--- src/rtl/step_ctrl.sv ---
// Run/step sequencing controller: turns divider ticks or debounced button presses
// into single-cycle step_en pulses, with PC breakpoint halt.
module step_ctrl #(
  parameter logic [31:0] DBNC_CYCLES = 32'd1_000_000,
  parameter int          ADDR_W      = 32
) (
  input  logic              clk,
  input  logic              rst,
  input  logic              tick,
  input  logic              run_sw,
  input  logic              step_btn,
  input  logic              bp_en,
  input  logic [ADDR_W-1:0] bp_addr,
  input  logic [ADDR_W-1:0] pc,
  output logic              step_en,
  output logic [1:0]        state,
  output logic              halted,
  output logic [15:0]       step_cnt
);

  // state | meaning
  // PAUSE | idle; a debounced press issues one step, ticks ignored
  // RUN   | each tick issues one step unless the breakpoint PC matches
  // HALT  | breakpoint hit; waits for run_sw to drop
  localparam logic [1:0] ST_PAUSE = 2'b00;
  localparam logic [1:0] ST_RUN   = 2'b01;
  localparam logic [1:0] ST_HALT  = 2'b10;

  logic        run_s1, run_s2;
  logic        btn_s1, btn_s2;
  logic        btn_lvl, btn_lvl_q, press;
  logic [31:0] dbnc_cnt;
  logic [31:0] dbnc_nxt;
  logic        bp_hit;
  logic [1:0]  state_nxt;
  logic        step_nxt;

  always_ff @(posedge clk or posedge rst) begin
    if (rst) begin
      run_s1 <= 1'b0;
      run_s2 <= 1'b0;
      btn_s1 <= 1'b0;
      btn_s2 <= 1'b0;
    end else begin
      run_s1 <= run_sw;
      run_s2 <= run_s1;
      btn_s1 <= step_btn;
      btn_s2 <= btn_s1;
    end
  end

  assign dbnc_nxt = dbnc_cnt + 32'd1;

  // Press is registered once more so a press lands exactly DBNC_CYCLES+3 edges after the raw input.
  always_ff @(posedge clk or posedge rst) begin
    if (rst) begin
      dbnc_cnt  <= '0;
      btn_lvl   <= 1'b0;
      btn_lvl_q <= 1'b0;
      press     <= 1'b0;
    end else begin
      btn_lvl_q <= btn_lvl;
      press     <= btn_lvl & ~btn_lvl_q;
      if (btn_s2 == btn_lvl) begin
        dbnc_cnt <= '0;
      end else if (dbnc_nxt >= DBNC_CYCLES) begin
        btn_lvl  <= btn_s2;
        dbnc_cnt <= '0;
      end else begin
        dbnc_cnt <= dbnc_nxt;
      end
    end
  end

  assign bp_hit = bp_en && (pc == bp_addr);

  always_comb begin
    state_nxt = state;
    step_nxt  = 1'b0;
    case (state)
      ST_PAUSE: begin
        step_nxt = press;
        if (run_s2) state_nxt = ST_RUN;
      end
      ST_RUN: begin
        // Leaving RUN wins over a same-cycle tick.
        if (!run_s2) begin
          state_nxt = ST_PAUSE;
        end else if (tick) begin
          if (bp_hit) state_nxt = ST_HALT;
          else        step_nxt  = 1'b1;
        end
      end
      ST_HALT: begin
        if (!run_s2) state_nxt = ST_PAUSE;
      end
      default: state_nxt = ST_PAUSE;
    endcase
  end

  always_ff @(posedge clk or posedge rst) begin
    if (rst) begin
      state    <= ST_PAUSE;
      halted   <= 1'b0;
      step_en  <= 1'b0;
      step_cnt <= '0;
    end else begin
      state    <= state_nxt;
      halted   <= (state_nxt == ST_HALT);
      step_en  <= step_nxt;
      step_cnt <= step_cnt + {15'd0, step_en};
    end
  end

endmodule

--- config.mk ---
export PLATFORM = sky130hd
export DESIGN_NAME = step_ctrl
export DESIGN_NICKNAME = d
export VERILOG_FILES = /design/src/rtl/step_ctrl.sv
export SDC_FILE = /design/constraint.sdc
export NUM_CORES = 1
export LEC_CHECK = 0
export CAP_MARGIN = 30
export CORE_MARGIN = 2
export CORE_UTILIZATION = 48
export DETAILED_ROUTE_END_ITERATION = 12
export GPL_TIMING_DRIVEN = 0
export PLACE_DENSITY = 0.84
export SLEW_MARGIN = 0
export SYNTH_ARGS = -nofsm -noshare
export SYNTH_HDL_FRONTEND = slang
export SYNTH_SLANG_ARGS = --single-unit
--- constraint.sdc ---
create_clock -name clk -period 3.1 [get_ports clk]
set_input_delay 0.465 -clock clk [delete_from_list [all_inputs] [get_ports clk]]
set_output_delay 0.465 -clock clk [all_outputs]
set_load 0.01 [all_outputs]
# Yosys cells after proc, flatten, opt, wreduce, memory -nomap -nowiden

Cells that the tools add are included.
Widths: inputs -> output; s select.

Output and inout port bits: 20
Bits of input ports: 70
Register bits: 59

Reduce and logical (&&, ||, !) cells: 3
Muxes and demuxes: 12
Bitwise operators: 3
Equality and inequality tests: 5
Add/subtract/negate cells: 2
Order comparisons: 1

Operators by type and width:

| kind                  | number |
|---|---|
| $mux 32               | 2 |
| $add 32x1->32 const B | 1 |
| $eq 32x32->1          | 1 |
| $ge 32x20->1 const B  | 1 |
| $add 16x1->16         | 1 |
| $mux 2                | 5 |
| $pmux 2 s3            | 1 |
| $eq 2x2->1 const B    | 2 |
| $mux 1                | 3 |
| $eq 2x1->1 const B    | 1 |
| $logic_not 2->1       | 1 |
| $not 1->1             | 2 |
| $pmux 1 s2            | 1 |
| $reduce_and 2->1      | 1 |
| $and 1x1->1           | 1 |
| $eq 1x1->1            | 1 |
| $logic_and 1x1->1     | 1 |

# Depth between registers and ports, before layout

Gate-level depths: netlist of run 1.

Depth after elaboration: 7
Gate-level depth with buffers: 9
Depth with buffers taken out: 8

# Least setup slack after synthesis of run 1

No wires, ideal clock.

Path type: reg-to-reg
From: reg dbnc_cnt[0]
To: reg dbnc_cnt[10]
Path buffers: 1
Arrival time: 2.514 ns
Setup slack: 0.523 ns
Library setup time: 0.064 ns
Cell stages (with the launch flop): 10
Cell sequence: dfrtp_1 -> ha_1 -> nand3_2 -> or4_4 -> a2111oi_0 -> o211ai_1 -> a211oi_1 -> o2111ai_1 -> buf_2 -> o21ba_4

Cells in the longest elaborated chain, start to end: 4

RTL lines:

| item                   | line | source |
|---|---|---|
| start, declared        | 32   | `logic [31:0] dbnc_cnt;` |
| start signal, assigned | 70   | `dbnc_cnt <= dbnc_nxt;` |
| $add 32x1->32 *        | 52   | `assign dbnc_nxt = dbnc_cnt + 32'd1;` |
| $ge 32x20->1           | 66   | `end else if (dbnc_nxt >= DBNC_CYCLES) begin` |
| $mux 32 *              | 66   |  |
| $mux 32 *              | 64   | `if (btn_s2 == btn_lvl) begin` |

Mark *: on every way between the ends. The rest lies on a longest branch, timed or not.
A chain may end at the register's enable or synchronous reset.

# Final worst setup path of run 1

Ends and elaborated chain as after synthesis.

==> results of run 1 <==
==> stage by stage <==
stage	area (um2)	hold slack [ns]	util (%)	worst slack (ns)	total power (uW)
after floorplan	3140	0.331	-	0.523	987
after global placement	4130	0.331	65.4	0.171	1180
after detailed placement	4150	0.341	65.7	0.0259	1190
after CTS	4410	0.354	69.9	0.0509	2090
after global routing	4440	0.357	70.3	0.00992	2150
final	4440	0.352	70.3	0.196	2080
==> power by group <==
part	internal, uW	leakage (uW)	switching [uW]
clock	598	0.000133	297
combinational	196	0.000836	109
sequential	821	0.000769	54.6
==> worst max-delay path by stage <==
stage | startpoint | end | slack [ns] | cells past startpoint
3_5_place_dp | dbnc_cnt[0] | dbnc_cnt[10] | 0.03 | 9
6_report | dbnc_cnt[0] | dbnc_cnt[10] | 0.20 | 9
4_1_cts | dbnc_cnt[0] | dbnc_cnt[10] | 0.05 | 9
3_3_place_gp | dbnc_cnt[0] | dbnc_cnt[10] | 0.17 | 9
5_1_grt | dbnc_cnt[0] | dbnc_cnt[10] | 0.01 | 9
2_1_floorplan | dbnc_cnt[0] | dbnc_cnt[10] | 0.52 | 9
==> cell families (layout without fill, tap and decap cells) <==
family,count (synthesis),in the layout
DFF,59,59
muxes,4,4
and+or+nand+nor,132,132
adders and majority gates,3,3
other,1,12
buffers and inverters,10,116
AOI/OAI and AO/OA,29,29
xor gates and xnor gates,64,64
==> layer usage <==
layer  track usage (%)  part of all wire (%)
met4              9.96                   2.8
met3              4.13                   3.6
met5                 0                     0
met1              24.5                    40
met2              39.5                    54
==> cell type report <==
cell class / count / share of cell area [%]
timing repair buffer: 90 / 20.5
tap: 77 / 2.17
sequential: 59 / 33.3
clock inverter: 4 / 2.14
buffer: 5 / 0.592
clock buffer: 12 / 3.72
multi-input combinational: 244 / 37.1
inverter: 5 / 0.423
==> cells in the mapped netlist, types with 4 or more instances <==
master | n | area, um2
and2_1 | 4 | 25.0
and3_1 | 7 | 43.8
buf_2 | 4 | 20.0
dfrtp_1 | 59 | 1480
inv_1 | 5 | 18.8
nand2_1 | 20 | 75.1
nand3_1 | 17 | 85.1
nand4_1 | 20 | 125
nor2_1 | 33 | 124
nor3_1 | 6 | 30.0
nor4_1 | 7 | 43.8
xnor2_1 | 47 | 412
xor2_1 | 17 | 149
==> state kept, by name, indices dropped and copies added (netlist names) <==
name,cells
btn_lvl,1
btn_lvl_q,1
btn_s1,1
btn_s2,1
dbnc_cnt,32
halted,1
press,1
run_s1,1
run_s2,1
state,2
step_cnt,16
step_en,1
==> worst max-delay path, cell delays in order (launching register included) <==
cell       delay (ns)
dfrtp_1          0.39
ha_2             0.25
nand3_2          0.16
or4_4            0.56
or3_1            0.37
a22oi_2          0.26
o31ai_1          0.15
o2111ai_1        0.23
clkbuf_4         0.26
o21ba_4          0.17
==> what timing repair did <==
| action | CTS | global route |
|---|---|---|
| endpoints found under the setup margin | 1 | 21 |
| setup buffers | 0 | 0 |
| resized for setup | 1 | 6 |
==> flow_summary.json, run 1 <==
{
  "required_ns": 3.34,
  "dp.cells": 480,
  "ys_ff_latch": 59,
  "synth_top_family_by_area": "simple AND/OR/NAND/NOR gates",
  "synth_edf_count": 0,
  "fin_crit_ns": 2.90,
  "die_w_um": 84.4,
  "ir_drop_mv": 0.294,
  "skew_ns": 0.00904,
  "r2r_cells": 9,
  "ys_seq_area_share_pct": 47.6,
  "seq_area_mm2": 0.00148,
  "rrSetupSlack_ns": 0.20,
  "drt-pass1-iter-count": 4,
  "grt_overflow": 0,
  "relSlewSlack_pct": 54.4,
  "clkSlewWorstSetupHoldPaths_ns": 0.07,
  "final_cell_mix": "clkdlybuf4s50_1 (89), dfrtp_1 (59), xnor2_1 (47)",
  "p_leak_uw": 0.00174,
  "drive_gt1_share_pct": 9.07,
  "hold_end": "btn_s2",
  "synth-main-ff-cell": "dfrtp_1",
  "r2r-start": "dbnc_cnt[0]",
  "finalHoldViolCount": 0,
  "hold_buffers": 0,
  "fin_cells": 496,
  "synth_mux_area_share_pct": 1.33,
  "dp_hpwl_mm": 5.52,
  "cp.arrival_ns": 3.14,
  "syn_area_mm2": 0.00310,
  "via_per_inst": 5.29,
  "route.detailed.drc": 0,
  "clock_sinks": 59,
  "synth-async-reset-ratio_pct": 100,
  "rsz0062_at_grt": "no",
  "ys_warn_count": 0,
  "initial_utilization_pct": 49.1,
  "drtAntennaViolNets": 0,
  "die-area_mm2": 0.00712,
  "crit_fanout": 10,
  "yosys.area_share.simple_pct": 22.9,
  "clock_tree.root_cell": "clkbuf_8",
  "hold_start": "btn_s1",
  "maxCapViolCount": 0,
  "tritoncts": "built",
  "drv_slew": 0,
  "crit_path_start_kind": "flip-flop",
  "port_buffers": 89,
  "clk_path_buf_depth": 2,
  "nets": 487,
  "fin_crit_sh_pct": 93.7,
  "coreArea_mm2": 0.00631,
  "antenna_found_initial": 0,
  "synth-compound-area-share_pct": 7.38,
  "wl_mm": 7.25,
  "die_h_um": 84.4,
  "synthCells": 302,
  "multi_input_area_mm2": 0.00165,
  "nFillCells": 465,
  "grt_use_total_pct": 21.7,
  "yosysUniqueCellTypes": 51,
  "synthAdderAreaFrac_pct": 1.21,
  "wl_per_cell_um": 14.6,
  "htreeDepth": 3,
  "drt_iter0_markers": 121,
  "first_global_vias": 2710,
  "min_path_cells": 0,
  "worst_pin_slew_ns": 0.679,
  "endpoint_kind": "flip-flop",
  "avgSynthCellArea_um2": 10.3,
  "diodes": 0,
  "status": "complete, no violations",
  "grt_pass1_wl_mm": 12.2,
  "critical_path_class": "reg -> reg",
  "pwr_density_cell_mw_per_mm2": 468,
  "synth-xor-area-share_pct": 18.1,
  "final_common_cell": "clkdlybuf4s50_1",
  "ios": 90,
  "tns_ns": 0,
  "gp_congestion": 0.892,
  "vias": 2626,
  "setup_viol": 0,
  "r2r_end": "dbnc_cnt[10]",
  "fmax_mhz": 344,
  "grt_max_degree": 41,
  "std_cell_rows": 29,
  "cts_buffers": 9,
  "clk_latency_ns": 0.34,
  "hold_path_class": "reg -> reg",
  "area_growth_pct": 43.1
}
Power figures use the tool's default switching activity.
==> run 2: changes to the inputs <==
--- a/config.mk
+++ b/config.mk
@@ -7,10 +7,10 @@
 export LEC_CHECK = 0
 export CAP_MARGIN = 30
 export CORE_MARGIN = 2
-export CORE_UTILIZATION = 48
+export CORE_UTILIZATION = 38
 export DETAILED_ROUTE_END_ITERATION = 12
 export GPL_TIMING_DRIVEN = 0
-export PLACE_DENSITY = 0.84
+export PLACE_DENSITY = 0.76
 export SLEW_MARGIN = 0
 export SYNTH_ARGS = -nofsm -noshare
 export SYNTH_HDL_FRONTEND = slang
==> flow_summary.json, run 2 (synthesized netlist as in run 1, its figures left out) <==
{
  "grt_overflow": 0,
  "fin_crit_ns": 2.93,
  "nets": 487,
  "p_leak_uw": 0.00170,
  "grt_pass1_wl_mm": 11.9,
  "worst_pin_slew_ns": 0.692,
  "htreeDepth": 3,
  "gp_congestion": 0.787,
  "final_cell_mix": "clkdlybuf4s50_1 (89), dfrtp_1 (59), xnor2_1 (47)",
  "vias": 2628,
  "setup_viol": 0,
  "clkSlewWorstSetupHoldPaths_ns": 0.07,
  "critical_path_class": "reg -> reg",
  "coreArea_mm2": 0.00781,
  "maxCapViolCount": 0,
  "rsz0062_at_grt": "no",
  "clk_latency_ns": 0.34,
  "grt_max_degree": 31,
  "clk_path_buf_depth": 2,
  "final_common_cell": "clkdlybuf4s50_1",
  "fin_cells": 521,
  "endpoint_kind": "flip-flop",
  "hold_start": "btn_s1",
  "r2r_cells": 9,
  "wl_per_cell_um": 13.3,
  "crit_path_start_kind": "flip-flop",
  "grt_use_total_pct": 16.9,
  "drt_iter0_markers": 101,
  "die_w_um": 94.3,
  "status": "complete, no violations",
  "drive_gt1_share_pct": 9.07,
  "crit_fanout": 10,
  "skew_ns": 0.0141,
  "fmax_mhz": 341,
  "wl_mm": 6.93,
  "port_buffers": 89,
  "r2r-start": "dbnc_cnt[0]",
  "drtAntennaViolNets": 0,
  "relSlewSlack_pct": 53.5,
  "dp_hpwl_mm": 5.51,
  "r2r_end": "dbnc_cnt[10]",
  "hold_buffers": 0,
  "top_regs": "dbnc_cnt x32, step_cnt x16, state x2",
  "min_path_cells": 0,
  "drv_slew": 0,
  "antenna_found_initial": 0,
  "pwr_density_cell_mw_per_mm2": 419,
  "die-area_mm2": 0.00890,
  "route.detailed.drc": 0,
  "largest_reg_flops": 32,
  "clock_tree.root_cell": "clkbuf_8",
  "ios": 90,
  "rrSetupSlack_ns": 0.17,
  "clock_sinks": 59,
  "die_h_um": 94.3,
  "cp.arrival_ns": 3.16,
  "initial_utilization_pct": 39.7,
  "required_ns": 3.33,
  "cts_setup_buffers": 0,
  "via_per_inst": 5.04,
  "hold_end": "btn_s2",
  "diodes": 0,
  "top_register": "dbnc_cnt",
  "hold_path_class": "reg -> reg",
  "area_growth_pct": 41.9,
  "fin_crit_sh_pct": 94.5,
  "dp.cells": 505,
  "std_cell_rows": 32,
  "cts_buffers": 9,
  "drt-pass1-iter-count": 4,
  "tns_ns": 0,
  "ir_drop_mv": 0.163,
  "first_global_vias": 2655,
  "finalHoldViolCount": 0,
  "tritoncts": "built"
}
[run 2: what timing repair did]
action | in CTS | in global routing
setup endpoints to repair | 0 | 21
hold endpoints to repair | 0 | 0
resized for setup | 0 | 7
[run 2: metal layers]
| metal | vias up | global-route usage (%) | wire [um] |
|---|---|---|---|
| li1 | 1290 | - | - |
| met1 | 1263 | 20.3 | 2880 |
| met2 | 64 | 29.9 | 3640 |
| met3 | 11 | 3.53 | 267 |
| met4 | 0 | 6.04 | 139 |
| met5 | - | 0 | 0 |
[run 2: worst max path at each step]
stage	startpoint	to	slack, ns	cells after the start
2_1_floorplan	dbnc_cnt[0]	dbnc_cnt[10]	0.52	9
3_3_place_gp	dbnc_cnt[0]	dbnc_cnt[10]	0.16	9
3_5_place_dp	dbnc_cnt[0]	dbnc_cnt[10]	0.01	9
4_1_cts	dbnc_cnt[0]	dbnc_cnt[10]	0.002	9
5_1_grt	dbnc_cnt[9]	dbnc_cnt[10]	0.002	9
6_report	dbnc_cnt[0]	dbnc_cnt[10]	0.17	9
[run 2: report_power, final]
group	total, uW	leakage [uW]	internal [uW]	switching [uW]
registers	872	0.000769	820	51.5
clock network	672	0.0000950	367	304
logic	300	0.000836	197	103
[run 2: cell type report]
cell class                      count  area (um2)
Clock inverter                      7        68.8
Fill cell                         696        3410
Inverter                            5        18.8
Multi-Input combinational cell    244        1650
Timing Repair Buffer               90         911
Tap cell                          102         128
Clock buffer                        9         124
Sequential cell                    59        1480
Buffer                              5        26.3
[run 2: worst max-delay path, stage by stage, from the launching register on]
cell and delay, ns:
dfrtp_1 0.38, ha_2 0.25, nand3_2 0.17, or4_4 0.56
or3_1 0.37, a22oi_2 0.26, o31ai_1 0.16, o2111ai_1 0.23
clkbuf_4 0.26, o21ba_4 0.17
[run 2: stage by stage]
step | utilization [%] | setup slack, ns | hold WS [ns] | cell area (um2) | total power (uW)
2_1_floorplan | - | 0.523 | 0.331 | 3140 | 987
3_3_place_gp | 53.3 | 0.161 | 0.332 | 4160 | 1180
3_5_place_dp | 53.5 | 0.0149 | 0.337 | 4180 | 1190
4_1_cts | 56.0 | 0.00180 | 0.352 | 4370 | 1870
5_1_grt | 56.4 | 0.00179 | 0.362 | 4400 | 1930
6_report | 56.4 | 0.170 | 0.349 | 4400 | 1840
==> run 3: changes to the inputs <==
--- a/config.mk
+++ b/config.mk
@@ -8,6 +8,7 @@
 export CAP_MARGIN = 30
 export CORE_MARGIN = 2
 export CORE_UTILIZATION = 38
+export CTS_CLUSTER_DIAMETER = 150
 export DETAILED_ROUTE_END_ITERATION = 12
 export GPL_TIMING_DRIVEN = 0
 export PLACE_DENSITY = 0.76
==> results of run 3 <==
Final layout, timing and power as in run 2 (identical DEF).
